===== config.mk =====
export PLATFORM = sky130hd
export DESIGN_NAME = pc_unit_flat
export DESIGN_NICKNAME = d
export VERILOG_FILES = /design/src/rtl/pc_unit_if.sv /design/src/rtl/pc_unit.sv /design/src/flat_wrapper.sv
export SDC_FILE = /design/constraint.sdc
export NUM_CORES = 1
export LEC_CHECK = 0
export ABC_CLOCK_PERIOD_IN_PS = 2280
export CORE_ASPECT_RATIO = 0.8
export CORE_MARGIN = 4
export CORE_UTILIZATION = 38
export DETAILED_ROUTE_END_ITERATION = 10
export MAX_ROUTING_LAYER = met4
export PLACE_DENSITY = 0.81
export RECOVER_POWER = 100
export SYNTH_ARGS = -nofsm -noshare
export SYNTH_HDL_FRONTEND = slang
export SYNTH_SLANG_ARGS = --single-unit

===== constraint.sdc =====
create_clock -name clk -period 2.28 [get_ports clk]
set_input_delay 0.57 -clock clk [delete_from_list [all_inputs] [get_ports clk]]
set_output_delay 0.57 -clock clk [all_outputs]
set_load 0.005 [all_outputs]

===== src/rtl/pc_unit_if.sv =====
// pc_unit_if
//   Bundles the fetch-stage control inputs and the PC outputs of pc_unit.
//   master : decode/execute side. It drives the redirect controls and reads the PC.
//   slave  : pc_unit itself.
//   Signals:
//     en, br_taken, br_target, jmp, jmp_target, call, ret   (master -> slave)
//     pc_out, pc_plus, misalign, ras_empty, ras_full        (slave -> master)
interface pc_unit_if #(
  parameter int WIDTH = 32
);
  logic             en;
  logic             br_taken;
  logic [WIDTH-1:0] br_target;
  logic             jmp;
  logic [WIDTH-1:0] jmp_target;
  logic             call;
  logic             ret;
  logic [WIDTH-1:0] pc_out;
  logic [WIDTH-1:0] pc_plus;
  logic             misalign;
  logic             ras_empty;
  logic             ras_full;

  modport master (
    output en, br_taken, br_target, jmp, jmp_target, call, ret,
    input  pc_out, pc_plus, misalign, ras_empty, ras_full
  );

  modport slave (
    input  en, br_taken, br_target, jmp, jmp_target, call, ret,
    output pc_out, pc_plus, misalign, ras_empty, ras_full
  );
endinterface


===== src/rtl/pc_unit.sv =====
// pc_unit
//   Program-counter unit for the fetch stage. It holds the current PC and picks
//   the next one. The choices, highest priority first, are return > call > jump
//   > branch > sequential. While en is low the unit stalls.
//   Optional feature macro: PC_RAS_EN. When it is defined, a circular
//   return-address stack is built. When it is undefined, call acts as a jump,
//   ret is ignored, ras_empty is tied to 1 and ras_full is tied to 0.
//   Ports:
//     clk  : clock, rising edge
//     clr  : asynchronous, active-high reset
//     bus  : pc_unit_if.slave (controls in; pc_out/pc_plus/misalign/RAS flags out)
//   Parameters: WIDTH, RESET_VEC, STEP (power of 2), RAS_DEPTH (power of 2, 2..16)
module pc_unit #(
  parameter int               WIDTH     = 32,
  parameter logic [WIDTH-1:0] RESET_VEC = '0,
  parameter int               STEP      = 4,
  parameter int               RAS_DEPTH = 4
) (
  input  logic     clk,
  input  logic     clr,
  pc_unit_if.slave bus
);

  localparam logic [WIDTH-1:0] STEP_W   = WIDTH'(STEP);
  localparam logic [WIDTH-1:0] LOW_MASK = STEP_W - 1'b1;

  logic [WIDTH-1:0] pc_q;
  logic             mis_q;
  logic [WIDTH-1:0] tgt;
  logic             redirect;
  logic             ras_push;
  logic             ras_pop;
  logic             ret_act;
  logic [WIDTH-1:0] ras_top;

  assign bus.pc_out   = pc_q;
  assign bus.pc_plus  = pc_q + STEP_W;
  assign bus.misalign = mis_q;

`ifdef PC_RAS_EN
  localparam int PW = $clog2(RAS_DEPTH);
  localparam logic [PW:0] CNT_FULL = (PW+1)'(RAS_DEPTH);

  logic [WIDTH-1:0] ras_mem [RAS_DEPTH];
  logic [PW-1:0]    ras_ptr;
  logic [PW-1:0]    ptr_dec;
  logic [PW:0]      ras_cnt;

  // ras_ptr points at the next free slot. Because the depth is a power of 2,
  // the pointer wraps by itself. A push into a full stack therefore lands on
  // the oldest entry.
  assign ptr_dec       = ras_ptr - 1'b1;
  assign ras_top       = ras_mem[ptr_dec];
  assign ret_act       = bus.ret;
  assign ras_pop       = bus.en && bus.ret && (ras_cnt != '0);
  assign ras_push      = bus.en && bus.call && !bus.ret;
  assign bus.ras_empty = (ras_cnt == '0);
  assign bus.ras_full  = (ras_cnt == CNT_FULL);

  always_ff @(posedge clk or posedge clr) begin
    if (clr) begin
      ras_ptr <= '0;
      ras_cnt <= '0;
    end else if (ras_pop) begin
      ras_ptr <= ptr_dec;
      ras_cnt <= ras_cnt - 1'b1;
    end else if (ras_push) begin
      ras_ptr <= ras_ptr + 1'b1;
      if (ras_cnt != CNT_FULL) ras_cnt <= ras_cnt + 1'b1;
    end
  end

  // Entry contents do not matter after reset, so the storage has no reset.
  always_ff @(posedge clk) begin
    if (ras_push) ras_mem[ras_ptr] <= bus.pc_plus;
  end
`else
  logic unused_noras;

  assign unused_noras  = bus.ret | (RAS_DEPTH > 0);
  assign ret_act       = 1'b0;
  assign ras_pop       = 1'b0;
  assign ras_push      = 1'b0;
  assign ras_top       = '0;
  assign bus.ras_empty = 1'b1;
  assign bus.ras_full  = 1'b0;
`endif

  // A ret on an empty stack still wins priority. It simply falls back to pc_plus.
  always_comb begin
    tgt      = bus.pc_plus;
    redirect = 1'b0;
    if (ret_act) begin
      if (ras_pop) begin
        tgt      = ras_top;
        redirect = 1'b1;
      end
    end else if (bus.call || bus.jmp) begin
      tgt      = bus.jmp_target;
      redirect = 1'b1;
    end else if (bus.br_taken) begin
      tgt      = bus.br_target;
      redirect = 1'b1;
    end
  end

  always_ff @(posedge clk or posedge clr) begin
    if (clr) begin
      pc_q  <= RESET_VEC;
      mis_q <= 1'b0;
    end else if (bus.en) begin
      pc_q  <= redirect ? (tgt & ~LOW_MASK) : tgt;
      mis_q <= redirect && ((tgt & LOW_MASK) != '0);
    end
  end

endmodule


===== src/flat_wrapper.sv =====
// flat-port wrapper written by rule: the top's interface ports become plain ports
module pc_unit_flat 
#(
  parameter int               WIDTH     = 32,
  parameter logic [WIDTH-1:0] RESET_VEC = '0,
  parameter int               STEP      = 4,
  parameter int               RAS_DEPTH = 4
)
  (clk, clr, bus_en, bus_br_taken, bus_br_target, bus_jmp, bus_jmp_target, bus_call, bus_ret, bus_pc_out, bus_pc_plus, bus_misalign, bus_ras_empty, bus_ras_full);
  pc_unit_if #(.WIDTH(WIDTH)) bus_i ();
  input  logic clk;
  input  logic clr;
  input wire logic [$bits(bus_i.en)-1:0] bus_en;
  input wire logic [$bits(bus_i.br_taken)-1:0] bus_br_taken;
  input wire logic [$bits(bus_i.br_target)-1:0] bus_br_target;
  input wire logic [$bits(bus_i.jmp)-1:0] bus_jmp;
  input wire logic [$bits(bus_i.jmp_target)-1:0] bus_jmp_target;
  input wire logic [$bits(bus_i.call)-1:0] bus_call;
  input wire logic [$bits(bus_i.ret)-1:0] bus_ret;
  output wire logic [$bits(bus_i.pc_out)-1:0] bus_pc_out;
  output wire logic [$bits(bus_i.pc_plus)-1:0] bus_pc_plus;
  output wire logic [$bits(bus_i.misalign)-1:0] bus_misalign;
  output wire logic [$bits(bus_i.ras_empty)-1:0] bus_ras_empty;
  output wire logic [$bits(bus_i.ras_full)-1:0] bus_ras_full;
  assign bus_i.en = bus_en;
  assign bus_i.br_taken = bus_br_taken;
  assign bus_i.br_target = bus_br_target;
  assign bus_i.jmp = bus_jmp;
  assign bus_i.jmp_target = bus_jmp_target;
  assign bus_i.call = bus_call;
  assign bus_i.ret = bus_ret;
  assign bus_pc_out = bus_i.pc_out;
  assign bus_pc_plus = bus_i.pc_plus;
  assign bus_misalign = bus_i.misalign;
  assign bus_ras_empty = bus_i.ras_empty;
  assign bus_ras_full = bus_i.ras_full;
  pc_unit #(.WIDTH(WIDTH), .RESET_VEC(RESET_VEC), .STEP(STEP), .RAS_DEPTH(RAS_DEPTH)) u_core (.clk(clk), .clr(clr), .bus(bus_i));
endmodule

==> results.ini, run 1 <==
[clocking]
cts_made_buffers = 5
clk_pin_slew_ns = 0.07
cts_buffer_depth = 2
clkSinkCount = 33
htree_levels = 2
insertion_delay_ns = 0.29
root_buffer = clkbuf_8
cts_tree = done
hold_buffers = 0

[synth]
yosysSeqAreaShare_pct = 28.07
synth_edf_count = 0
synth.distinct_cells = 53
synthFlopType = dfrtp_1
synthCells = 380
synthArstFlopShare_pct = 100.0
synth.net_count = 452
synth-seq-cells = 33
yosys_warnings = 0
avgSynthCellArea_um2 = 7.741
syn_area_um2 = 2942

[worst_setup_path]
cp.buffers_inverters = 5
reg2reg_from = u_core.bus.pc_out[2]$_DFFE_PP0P_
critPathLaunch = u_core.bus.pc_out[2]$_DFFE_PP0P_
critical_path_class = flop to primary output
cp.arrival_ns = 2.19
crit_family = buffers and inverters
crit_chain = buf_4 > ha_4 > nand3_4 > buf_6 > nor4_2 > buf_4 > buf_6 > and3_4 > xor2_1 > buf_2
cpMaxStageDelayCell = dfrtp_2
end_kind = primary output
cp_max_fo = 5
critPathLaunchType = flop
crit_required_ns = 1.71
crit_path_max_incr_delay_ns = 0.42

[cells_and_area]
layout_common_cells = buf_4 (113), clkdlybuf4s50_1 (91), o21ai_0 (45)
layout_commonest_cell = buf_4
final_net_count = 697
antennaDiodeCount = 0
fill_cells = 482
area_growth_pct = 93.07
regArea_um2 = 830.8
multi_input_area_um2 = 2235
layout-drive-gt1-share_pct = 35.94
finalInstanceArea_um2 = 5679

[sta]
clock_skew_ns = 0.008265
rsz0062_at_grt = true
setup_tns_ns = -6.509
setup_viol = 24
layout_setup_ws_ns = -0.4804
slew_headroom_pct = 40.11
fmax_ghz = 0.3623
slew_violations = 0
min_period_over_period_pct = 121.1
layout_min_cycle_time_ns = 2.760
hold_viol = 0
tightestPinTransition_ns = 0.8983

[run_status]
status = finished, violations left
violations = negative setup slack

[die]
core_area_um2 = 7462
start_util_pct = 39.42
pin_count = 138
die-area_um2 = 9221
die-width_um = 106.4
num_rows = 28
die_h_um = 86.70

[global_route]
grt_pass1_vias = 4348
grt_overflow = 0
grt_use_total_pct = 29.54
grt_antenna_before_repair = 0
grt_max_degree = 34
grt_first_pass_wirelength_mm = 21.22

[place]
post-dp-hpwl_mm = 9.174
place_ws_ns = -0.5546
portBuffers = 134
place_area_um2 = 5037
place_congestion = 0.9758

[power]
p_leak_nw = 2.542
p_sw_share_pct = 34.74
switchingPower_mw = 0.8413
power_density_nw_per_um2 = 426.4
p_int_mw = 1.580
seqPwrFrac_pct = 30.1
combPwrFrac_pct = 50.6
p_clk_share_pct = 19.2
finalPower_mw = 2.422
ir_drop_v = 0.0002502

[drt]
postRouteAntennaNets = 0
avgRoutedWirePerCell_um = 20.10
wl_met3_mm = 1.574
drtIter0Drc = 560
drt_wl_total_mm = 14.69
drt-met1-wl_mm = 5.726
drc_errors = 0
wl_met2_mm = 6.694
top_layer_used = met4
vias_per_cell = 6.010
dr.pass1.iters = 5
num_vias = 4393

[run]
max-cap-violations = 0

[worst_hold_path]
min_path_type = flop to flop
hp-start = u_core.bus.pc_out[0]$_DFFE_PP0P_

[final cells by class]
| class | count | share of cell area [%] |
|---|---|---|
| multi-input combinational | 302 | 39.35 |
| clock buffer | 8 | 1.586 |
| timing repair buffer | 274 | 41.53 |
| inverter | 9 | 0.5948 |
| sequential | 33 | 14.63 |
| tap | 105 | 2.313 |
[kinds of logic (layout without fill, tap and decap cells)]
kind of cell | after synthesis | in the layout | synth area share, %
buf+inv | 45 | 291 | 6.380
other cells | 2 | 2 | 0.2553
xor+xnor | 24 | 24 | 7.146
compound gates | 98 | 98 | 21.86
flops | 33 | 33 | 28.07
simple gates | 160 | 160 | 29.99
fa+ha+maj | 1 | 1 | 0.4253
mux | 17 | 17 | 5.870
[power by group through the flow]
stage	registers (mW)	clock network, mW	logic (mW)
after detailed placement	0.736	0	1.13
after floorplan	0.776	0	0.375
after CTS	0.727	0.467	1.16
final	0.730	0.465	1.23
after global placement	0.730	0	1.11
after global routing	0.738	0.493	1.31
[worst reg2reg max path: stages (launching register included)]
cell and delay, ns:
dfrtp_2 0.42, buf_4 0.14, ha_4 0.15, nand3_4 0.09, or4_4 0.48, buf_4 0.16
buf_4 0.13, or4_1 0.46, o211ai_1 0.11
[registers in the layout, summed over array words and instances, names as in the netlist]
register / count
u_core.bus.misalign: 1
u_core.bus.pc_out: 32
[final timing paths]
kind | end | slack (ns) | cells past startpoint
setup / recovery | bus_pc_plus[22] | -0.48 | 10
hold / removal | u_core.bus.pc_out[0]$_DFFE_PP0P_ | 0.51 | 1
setup reg to reg | u_core.bus.pc_out[18]$_DFFE_PP0P_ | 0.05 | 8
hold reg to reg | u_core.bus.pc_out[0]$_DFFE_PP0P_ | 0.51 | 1
max in group asynchronous | u_core.bus.pc_out[2]$_DFFE_PP0P_ | 0.68 | 3
min in group asynchronous | u_core.bus.pc_out[18]$_DFFE_PP0P_ | 0.99 | 3
[synthesized netlist by cell type (5+ instances only)]
cell      number  area [um^2]
nand2_1       44        165.2
or2_2          6        37.54
or4_1          5        37.54
inv_1          9        33.78
mux2i_1       15        150.1
o211ai_1      14        105.1
nor3b_1        6        45.04
nor2b_1        6        37.54
dfrtp_1       33        825.8
nand3_1       22        110.1
nand2b_1       5        31.28
or3_1          6        37.54
xor2_1        12        105.1
xnor2_1       12        105.1
and3_1         5        31.28
nand4_1       13        81.33
nor2_1        12        45.04
a31oi_1        9        56.30
o21ai_0       46        230.2
clkbuf_1      28        105.1
nor3_1         9        45.04
[metal layers]
metal  vias up  global-route usage [%]
li1       1881                       -
met1      2051                   36.16
met2       371                   48.07
met3        90                   5.585
met4         0                   12.59
met5         -                       -
[stage by stage]
step	cells	hold slack [ns]	util, %
2_1_floorplan	380	0.5020	-
6_report	731	0.5141	76.11
3_3_place_gp	678	0.5011	67.51
3_5_place_dp	678	0.5176	67.51
5_1_grt	731	0.5592	76.11
4_1_cts	721	0.5367	74.11
[repair_timing]
action | CTS | global route
resized for setup | 126 | 41
setup buffers | 37 | 11
pin swaps | 28 | 21
gates cloned | 0 | 0
setup endpoints to repair | 28 | 32
Power figures use the tool's default switching activity.
==> run 2: changes to the inputs <==
--- a/config.mk
+++ b/config.mk
@@ -5,10 +5,10 @@
 export SDC_FILE = /design/constraint.sdc
 export NUM_CORES = 1
 export LEC_CHECK = 0
-export ABC_CLOCK_PERIOD_IN_PS = 2280
+export ABC_CLOCK_PERIOD_IN_PS = 2700
 export CORE_ASPECT_RATIO = 0.8
 export CORE_MARGIN = 4
-export CORE_UTILIZATION = 38
+export CORE_UTILIZATION = 40
 export DETAILED_ROUTE_END_ITERATION = 10
 export MAX_ROUTING_LAYER = met4
 export PLACE_DENSITY = 0.81
==> constraint.sdc (replaced) <==
create_clock -name clk -period 2.7 [get_ports clk]
set_input_delay 0.675 -clock clk [delete_from_list [all_inputs] [get_ports clk]]
set_output_delay 0.675 -clock clk [all_outputs]
set_load 0.005 [all_outputs]
==> results.ini, run 2 (same netlist as run 1, synthesis figures left out) <==
[place]
place_area_um2 = 4748
place_ws_ns = -0.2712
place_congestion = 0.9473
post-dp-hpwl_mm = 8.918
portBuffers = 134
dp.cells = 633

[worst_setup_path]
r2r-end = u_core.bus.pc_out[18]$_DFFE_PP0P_
rrSetupSlack_ns = 0.39
cp.arrival_ns = 2.20
crit_required_ns = 2.03
rr_worst_depth = 8
cpMaxStageDelayCell = or4_4
cp.buffers_inverters = 2
cp_max_fo = 2
crit_chain = nand4_1 > buf_4 > or4_4 > or3_4 > xnor2_2 > buf_2
crit_path_max_incr_delay_ns = 0.50
worst-path-stages = 6
critical_path.endpoint = bus_pc_plus[19]
critPathLaunch = u_core.bus.pc_out[10]$_DFFE_PP0P_
crit_family = simple AND/OR/NAND/NOR gates
critical_path_class = flop to primary output
reg2reg_from = u_core.bus.pc_out[10]$_DFFE_PP0P_
critPathLaunchType = flop
end_kind = primary output

[power]
power_density_nw_per_um2 = 363.2
finalPower_mw = 1.926
ir_drop_v = 0.0001830
p_leak_nw = 2.311

[sta]
setup_viol = 10
setup_tns_ns = -0.6427
fmax_ghz = 0.3482
min_period_over_period_pct = 106.4
layout_min_cycle_time_ns = 2.872
slew_headroom_pct = 39.34
layout_setup_ws_ns = -0.1718
hold_viol = 0
slew_violations = 0
rsz0062_at_grt = true
hold_slack_ns = 0.4951
tightestPinTransition_ns = 0.9100
clock_skew_ns = 0.01627

[clocking]
cts_buffer_depth = 2
htree_levels = 2
clk_pin_slew_ns = 0.08
hold_buffers = 0
insertion_delay_ns = 0.30
cts_tree = done
cts_made_buffers = 5
root_buffer = clkbuf_8
clkSinkCount = 33

[cells_and_area]
fill_cells = 477
antennaDiodeCount = 0
finalInstanceArea_um2 = 5303
final_net_count = 661
largest_reg_flops = 32
final_util_pct = 75.46
area_growth_pct = 80.26
layout_common_cells = clkdlybuf4s50_1 (92), buf_4 (88), o21ai_0 (46)
layout-drive-gt1-share_pct = 29.66
finalNonFillerCells = 677
layout_commonest_cell = clkdlybuf4s50_1

[drt]
drtIter0Drc = 501
drc_errors = 0
num_vias = 4094
drt_wl_total_mm = 13.50
vias_per_cell = 6.047
avgRoutedWirePerCell_um = 19.95
postRouteAntennaNets = 0
dr.pass1.iters = 5

[global_route]
grt_use_total_pct = 29.65
grt_first_pass_wirelength_mm = 20.54
grt_overflow = 0
grt_pass1_vias = 3994
grt_max_degree = 34
grt_antenna_before_repair = 0

[die]
core_area_um2 = 7027
num_rows = 27
start_util_pct = 41.86
die-width_um = 103.9
die-area_um2 = 8798
die_h_um = 84.70
pin_count = 138

[run_status]
status = finished, violations left
violations = negative setup slack

[run]
max-cap-violations = 0

[worst_hold_path]
min_path_type = flop to flop

run 2: worst min path at each step:
| stage | startpoint | end | cells past startpoint |
|---|---|---|---|
| CTS | u_core.bus.pc_out[1]$_DFFE_PP0P_ | u_core.bus.pc_out[1]$_DFFE_PP0P_ | 1 |
| global placement | u_core.bus.pc_out[1]$_DFFE_PP0P_ | u_core.bus.pc_out[1]$_DFFE_PP0P_ | 1 |
| floorplan | u_core.bus.pc_out[0]$_DFFE_PP0P_ | u_core.bus.pc_out[0]$_DFFE_PP0P_ | 1 |
| detailed placement | u_core.bus.pc_out[1]$_DFFE_PP0P_ | u_core.bus.pc_out[1]$_DFFE_PP0P_ | 1 |
| finish | u_core.bus.pc_out[1]$_DFFE_PP0P_ | u_core.bus.pc_out[1]$_DFFE_PP0P_ | 1 |
| global route | u_core.bus.pc_out[0]$_DFFE_PP0P_ | u_core.bus.pc_out[0]$_DFFE_PP0P_ | 1 |
run 2: worst register-to-register path, stage by stage (launching register included):
cell,delay (ns)
dfrtp_1,0.36
nand4_1,0.15
buf_4,0.19
buf_4,0.13
or4_4,0.46
buf_4,0.16
buf_4,0.13
or4_1,0.52
o211ai_1,0.13
run 2: area by class of cell:
cell class | count | area [um^2] | area share [%]
Multi-Input combinational cell | 302 | 2145 | 40.44
Inverter | 9 | 33.78 | 0.6371
Clock inverter | 3 | 17.52 | 0.3303
Tap cell | 87 | 108.9 | 2.053
Sequential cell | 33 | 825.8 | 15.57
Clock buffer | 5 | 68.82 | 1.298
Timing Repair Buffer | 238 | 2103 | 39.66
run 2: routing by layer:
layer	wire length, um	up-vias	GRT usage (%)
li1	-	1813	-
met1	5402	1931	37.64
met2	6324	297	46.73
met3	1359	53	6.380
met4	417	0	10.75
met5	0	-	-
run 2: where the power goes:
group	leakage [nW]	internal (mW)	switching [mW]
registers	0.400	0.555	0.0708
logic	1.87	0.499	0.412
clock network	0.0439	0.178	0.210
total	2.31	1.23	0.693
run 2: timing repair:
item / in CTS / in global routing
pin swaps: 27 / 22
endpoints found under the hold margin: 0 / 0
gates cloned: 0 / 0
resized for setup: 100 / 32
setup buffers: 30 / 8
setup endpoints to repair: 22 / 22
